==> config.mk <==
export PLATFORM = sky130hd
export DESIGN_NAME = mux4_rr_scheduler
export DESIGN_NICKNAME = d
export VERILOG_FILES = /design/src/rtl/mux4_rr_scheduler.sv
export SDC_FILE = /design/constraint.sdc
export NUM_CORES = 1
export LEC_CHECK = 0
export CAP_MARGIN = 20
export CORE_AREA = 3 3 56 58
export CTS_CLUSTER_DIAMETER = 60
export DETAILED_ROUTE_END_ITERATION = 10
export DIE_AREA = 0 0 59 61
export SLEW_MARGIN = 20
export SYNTH_ARGS = -nofsm -noshare
export SYNTH_HDL_FRONTEND = slang
export SYNTH_SLANG_ARGS = --single-unit
==> constraint.sdc <==
create_clock -name clk_in -period 5.3 [get_ports clk_in]
set_clock_uncertainty 0.1 [all_clocks]
set_input_delay 1.06 -clock clk_in [delete_from_list [all_inputs] [get_ports clk_in]]
set_output_delay 1.06 -clock clk_in [all_outputs]
set_load 0.005 [all_outputs]
==> src/rtl/mux4_rr_scheduler.sv <==
// Round-robin arbiter for four requesters sharing one 4:1 data mux.
// Grants are held for at most MAX_HOLD cycles and hand over without an idle bubble.
module mux4_rr_scheduler #(
  parameter int unsigned MAX_HOLD = 4
) (
  input  logic       clk_in,
  input  logic       rst_in,
  input  logic [3:0] req_in,
  input  logic [3:0] d_in,
  output logic [3:0] gnt_out,
  output logic [1:0] sel_out,
  output logic       y_out,
  output logic       valid_out
);

  localparam int unsigned CNT_W = $clog2(MAX_HOLD) + 1;

  typedef enum logic {
    IDLE  = 1'b0,
    GRANT = 1'b1
  } state_t;

  state_t           state_q, state_d;
  logic [1:0]       last_q, last_d;
  logic [CNT_W-1:0] cnt_q, cnt_d;
  logic [3:0]       gnt_d;
  logic [1:0]       sel_d;
  logic             y_d;
  logic             valid_d;

  logic             release_c;
  logic [1:0]       ptr_c;
  logic [1:0]       idx_c;
  logic [1:0]       win_c;
  logic             hit_c;

  // Current owner gives up the mux when it drops its request or its hold budget is spent
  always_comb begin
    release_c = 1'b0;
    if (state_q == GRANT) begin
      release_c = !req_in[sel_out] || (cnt_q == CNT_W'(MAX_HOLD));
    end
  end

  // A release updates the pointer in the same edge, so the search starts after the owner
  always_comb begin
    ptr_c = last_q;
    if (release_c) begin
      ptr_c = sel_out;
    end
  end

  // Search order ptr+1, ptr+2, ptr+3, ptr; the last slot allows re-granting the same index
  always_comb begin
    win_c = ptr_c;
    hit_c = 1'b0;
    idx_c = ptr_c;
    for (int i = 1; i <= 4; i++) begin
      idx_c = ptr_c + 2'(i);
      if (!hit_c && req_in[idx_c]) begin
        win_c = idx_c;
        hit_c = 1'b1;
      end
    end
  end

  // Next-state and next-output logic
  always_comb begin
    state_d = state_q;
    last_d  = last_q;
    cnt_d   = cnt_q;
    gnt_d   = gnt_out;
    sel_d   = sel_out;
    y_d     = y_out;
    valid_d = 1'b0;

    case (state_q)
      IDLE: begin
        gnt_d = 4'b0000;
        if (hit_c) begin
          state_d = GRANT;
          gnt_d   = 4'b0001 << win_c;
          sel_d   = win_c;
          cnt_d   = CNT_W'(1);
        end
      end

      GRANT: begin
        y_d     = d_in[sel_out];
        valid_d = 1'b1;
        if (release_c) begin
          last_d = sel_out;
          if (hit_c) begin
            gnt_d = 4'b0001 << win_c;
            sel_d = win_c;
            cnt_d = CNT_W'(1);
          end else begin
            state_d = IDLE;
            gnt_d   = 4'b0000;
            cnt_d   = '0;
          end
        end else begin
          cnt_d = cnt_q + CNT_W'(1);
        end
      end

      default: begin
        state_d = IDLE;
        gnt_d   = 4'b0000;
      end
    endcase
  end

  // State and output registers; last_q resets to 3 so requester 0 is searched first
  always_ff @(posedge clk_in) begin
    if (rst_in) begin
      state_q   <= IDLE;
      last_q    <= 2'd3;
      cnt_q     <= '0;
      gnt_out   <= 4'b0000;
      sel_out   <= 2'd0;
      y_out     <= 1'b0;
      valid_out <= 1'b0;
    end else begin
      state_q   <= state_d;
      last_q    <= last_d;
      cnt_q     <= cnt_d;
      gnt_out   <= gnt_d;
      sel_out   <= sel_d;
      y_out     <= y_d;
      valid_out <= valid_d;
    end
  end

  a_gnt_onehot0 : assert property (@(posedge clk_in) $onehot0(gnt_out));

endmodule

; Word-level counts from Yosys, hierarchy flattened
; Index checks and enable logic that the tools add are counted.
; W data, S select, Z words.
[op_classes]
add_sub_neg = 4
order_cmp = 5
n_eq_ne = 3
shifts = 1
n_mux = 36
n_bitwise = 1
reduce_logical = 8
[ops]
columns = op, n
row1 = $lt A2 B3 Y1 const B, 5
row2 = $mux W1, 15
row3 = $mux W2, 7
row4 = $bmux W1 S2, 6
row5 = $mux W4, 2
row6 = $pmux W4 S2, 1
row7 = $mux W3, 2
row8 = $pmux W3 S2, 1
row9 = $add A2 B2 Y2 const B, 2
row10 = $logic_not A1 Y1, 4
row11 = $pmux W2 S2, 1
row12 = $shl A1 B2 Y4 const A, 1
row13 = $add A3 B1 Y3 const B, 1
row14 = $eq A3 B3 Y1 const B, 1
row15 = $logic_and A1 B1 Y1, 3
row16 = $add A2 B1 Y2 const B, 1
row17 = $ne A2 B1 Y1 const B, 1
row18 = $ne A2 B2 Y1 const B, 1
row19 = $pmux W1 S2, 1
row20 = $logic_or A1 B1 Y1, 1
row21 = $not A1 Y1, 1
[word_totals]
ff_bits = 14
input_bits = 10
out_inout_bits = 8
wordCells = 65

; Depth between registers and ports, before layout
[depth]
word_depth = 23
depth_mapped = 8
ltp_nobuf = 8

; Least setup slack after synthesis
; Ideal clock, no wire load.
[synth_timing]
path_kind = input to register
from = in req_in[2]
to = reg gnt_out[1]
setup_ns = 0.116
t_arrival_ns = 2.760
required_time_ns = 5.084
slack_ns = 2.325
path_stages = 6
n_path_buf = 0
cell_sequence = mux2_4 > a221oi_2 > mux2i_1 > nor3_1 > or4_4 > a31o_1
[synth_via]
elab_chain_cells = 23
word_cells_on_any_way = 36
cone_classes = add/sub (3) / eq/ne (1) / shift (1) / mux (23) / reduce/logical (8)
[synth_rtl]
columns = element, line_no
row1 = start: declaration, 8  ; input logic [3:0] req_in,
row2 = $bmux W1 S2, 41  ; release_c = !req_in[sel_out] || (cnt_q == CNT_W'(MAX_HOLD));
row3 = $mux W1 (implied by the code), 41
row4 = $logic_not A1 Y1, 41
row5 = $logic_or A1 B1 Y1, 41
row6 = $mux W1, 40  ; if (state_q == GRANT) begin
row7 = $mux W2, --
row8 = $add A2 B1 Y2, 59  ; idx_c = ptr_c + 2'(i);
row9 = $bmux W1 S2, 60  ; if (!hit_c && req_in[idx_c]) begin
row10 = [... 7 more ...], --
row11 = $mux W1, 60
row12 = $logic_not A1 Y1, 60
row13 = $logic_and A1 B1 Y1, 60
row14 = $mux W2, 60
row15 = $shl A1 B2 Y4, "82, 94"
row16 = $mux W4, "80, 93"
row17 = $mux W4, 91  ; if (release_c) begin
row18 = $pmux W4 S2, 77  ; case (state_q)
row19 = end signal: assignment, 128  ; gnt_out <= gnt_d;
row20 = end: declaration, 10  ; output logic [3:0] gnt_out,
; Parallel ways exist; a longest one is shown, timed or not. The select of a mux whose other input is x is not followed.
; A chain may end at the register's enable or synchronous reset.

; Worst setup path after layout
[layout_timing]
from = in req_in[3]
to = reg gnt_out[1]
; The elaborated chain is that of the path after synthesis.

==> results.cfg <==
[final_layout]
area_growth_pct = 30.3
layout.cells.non_filler = 137
fillers = 304
diodes = 0
multi_input_area_um2 = 483
regArea_um2 = 280
nNetsFinal = 119
drive_gt1_share_pct = 8.49
postLayoutCellArea_mm2 = 0.00102

[synthesis]
synth_area_um2 = 786
synth_top_area_cell = dfxtp_1
synth_top_cell_area_share_pct = 35.7
synth_nets = 99
synth_ff_type = dfxtp_1
yosysSeqAreaShare_pct = 35.7
ys_ff_latch = 14
ys_warn_count = 0
synth_cell_types = 34
syn_inst = 87
synth_edf_count = 0
async_flop_share_pct = 0
syn_avg_cell_area_um2 = 9.03
ys_top_cells_by_area = dfxtp_1 (36%), nor2_1 (5.3%), mux2i_1 (3.8%)

[worst_setup_path]
crit_buf_inv = 1
path_class = in -> reg
cp-start-kind = input port
path_delay_family = compound AO/OA/AOI/OAI gates
critical_path.cell_chain = clkdlybuf4s50_1 > mux2_4 > a221oi_2 > mux2i_1 > a211oi_1 > a2111oi_0 > a31o_1
crit_required_ps = 5420
r2r_start = sel_out[0]$_SDFFE_PP0P_
startpoint = req_in[3]
slowest_delay_ps = 570
cp.arrival_ps = 3580
critPathCaptureType = flip-flop
slowest_stage = a2111oi_0
cp_max_fo = 7

[placed_design]
port_buffers = 17
place_hpwl_um = 1400
dpl_cell_area_um2 = 987
gp_congestion = 0.889
dp_cells = 133

[clock_network]
cts_root_buf = clkbuf_4
cts_made_buffers = 3
cts_sinks = 14
cts_resized = 0
cts_max_path_buffers = 2
cts.clk_slew.worst_paths_ps = 80
post_cts_buffers = 0
cts.htree.levels = 1
tritoncts = done
insertion_delay_ps = 280
postCtsHoldBufs = 0

[sta]
finalSetupViolCount = 0
slew-limit-headroom_pct = 55.8
drv_slew = 0
finalSetupTns_ps = 0
tightest_slew_ps = 657
timing.hold.ws_ps = 404
rsz0062_at_grt = false
max_freq_mhz = 289
period_minus_slack_ps = 3460
finalHoldViolations = 0
finalCritPeriodShare_pct = 65.3

[die]
die-area_mm2 = 0.00360
std_cell_rows = 19
die_height_um = 61
design.core.area_mm2 = 0.00271
io_pins = 18
dieWidth_um = 59
start_util_pct = 29.0

[outcome]
outcome = completed

[global_routing]
grt-ovfl-total = 0
grt_max_degree = 15
grt_use_met3_pct = 2.55
grt_pass1_wl_um = 3230
grt_pass1_vias = 759
grt_util_met2_pct = 21.5
grt_usage_pct = 11.7
grt.busiest_layer = met2
met1_usage_pct = 13.5
grt_antenna_before_repair = 0

[detailed_routing]
first_pass_iters = 4
via_per_inst = 5.36
routed_wl_um = 1830
drt_iter0_drc = 23
ant_nets = 0
route.detailed.drc = 0
drt-wirelength-per-cell_um = 13.3
vias = 734

[worst_hold_path]
hold_path.class = reg -> reg
hold_start = gnt_out[2]$_SDFFE_PP0N_

[power]
power.density_mw_per_mm2 = 303
ir_drop_v = 0.000152
p_leak_nw = 0.392

[job]
cap_violations = 0
## final cells by class
class / count / area share (%)
repair buffers: 17 / 16.6
well taps: 31 / 3.79
flip-flops and latches: 14 / 27.4
inverters: 4 / 1.47
multi-input cells: 67 / 47.2
clock buffers: 4 / 3.55
## power breakdown
part / leakage, nW / switching (mW) / internal, mW
Combinational: 0.255 / 0.0485 / 0.0552
Sequential: 0.116 / 0.0113 / 0.118
Clock: 0.0210 / 0.0347 / 0.0417
## final timing paths
kind / end / slack (ps) / cells past startpoint
setup / recovery: gnt_out[1]$_SDFFE_PP0N_ / 1840 / 7
hold / removal: gnt_out[2]$_SDFFE_PP0N_ / 400 / 2
setup reg to reg: gnt_out[1]$_SDFFE_PP0N_ / 2640 / 6
hold reg to reg: gnt_out[2]$_SDFFE_PP0N_ / 400 / 2
## cell families (layout without fill, tap and decap cells)
group / Yosys count / in the layout / share of synthesized area (%)
fa+ha+maj: 2 / 2 / 3.18
buf+inv: 6 / 25 / 2.87
compound gates: 26 / 26 / 24.7
simple gates: 33 / 33 / 22.6
flops: 14 / 14 / 35.7
mux: 6 / 6 / 11.0
## synth_stat cells, types with 3 or more instances
library cell	instances
nand2_1	5
mux2i_1	3
nor2_1	11
inv_1	4
a21oi_1	5
dfxtp_1	14
nand2b_1	4
nand3b_1	3
## worst min-delay path: stages (launching register included)
cell and delay, ps:
dfxtp_1 320, nand3b_1 90, o31ai_2 60
## layer usage
layer / part of all wire (%) / wire length, µm
met3: 4.1 / 74
met1: 46 / 831
met5: 0 / 0
met4: 0.44 / 8
met2: 50 / 912
## through the flow
| stage | utilization (%) | power [mW] | setup slack, ps |
|---|---|---|---|
| final | 37.8 | 0.310 | 1840 |
| after global routing | 37.8 | 0.333 | 1640 |
| after CTS | 37.8 | 0.314 | 1850 |
| after detailed placement | 36.4 | 0.236 | 1560 |
| after global placement | 36.4 | 0.234 | 1650 |
| after floorplan | - | 0.194 | 2320 |
## state kept, by name, indices dropped and copies added, names as in the netlist
name / cells
cnt_q: 3
gnt_out: 4
last_q: 2
sel_out: 2
state_q: 1
valid_out: 1
y_out: 1
## placed cells by master, fill, tap and decap left out
master / n
a221oi_2: 1
clkbuf_4: 3
clkbuf_8: 1
a21oi_1: 5
nor3b_1: 2
a22oi_1: 2
nor2_1: 11
o31ai_1: 1
ha_1: 2
a21boi_0: 1
inv_1: 4
nor3_1: 1
or4_4: 1
nand3b_1: 3
nand2_1: 5
a211oi_1: 2
mux4_1: 1
o21ai_1: 1
nor2b_1: 1
a211o_1: 1
nand2b_1: 4
a21boi_1: 2
o21a_1: 1
o31ai_2: 1
mux2i_1: 3
mux2_4: 2
a221oi_1: 1
o211ai_1: 2
nor4_1: 2
o21ai_0: 2
clkdlybuf4s50_1: 17
a31o_1: 2
and3_1: 2
a2111oi_0: 1
or2b_1: 1
dfxtp_1: 14
Power figures use the tool's default switching activity.
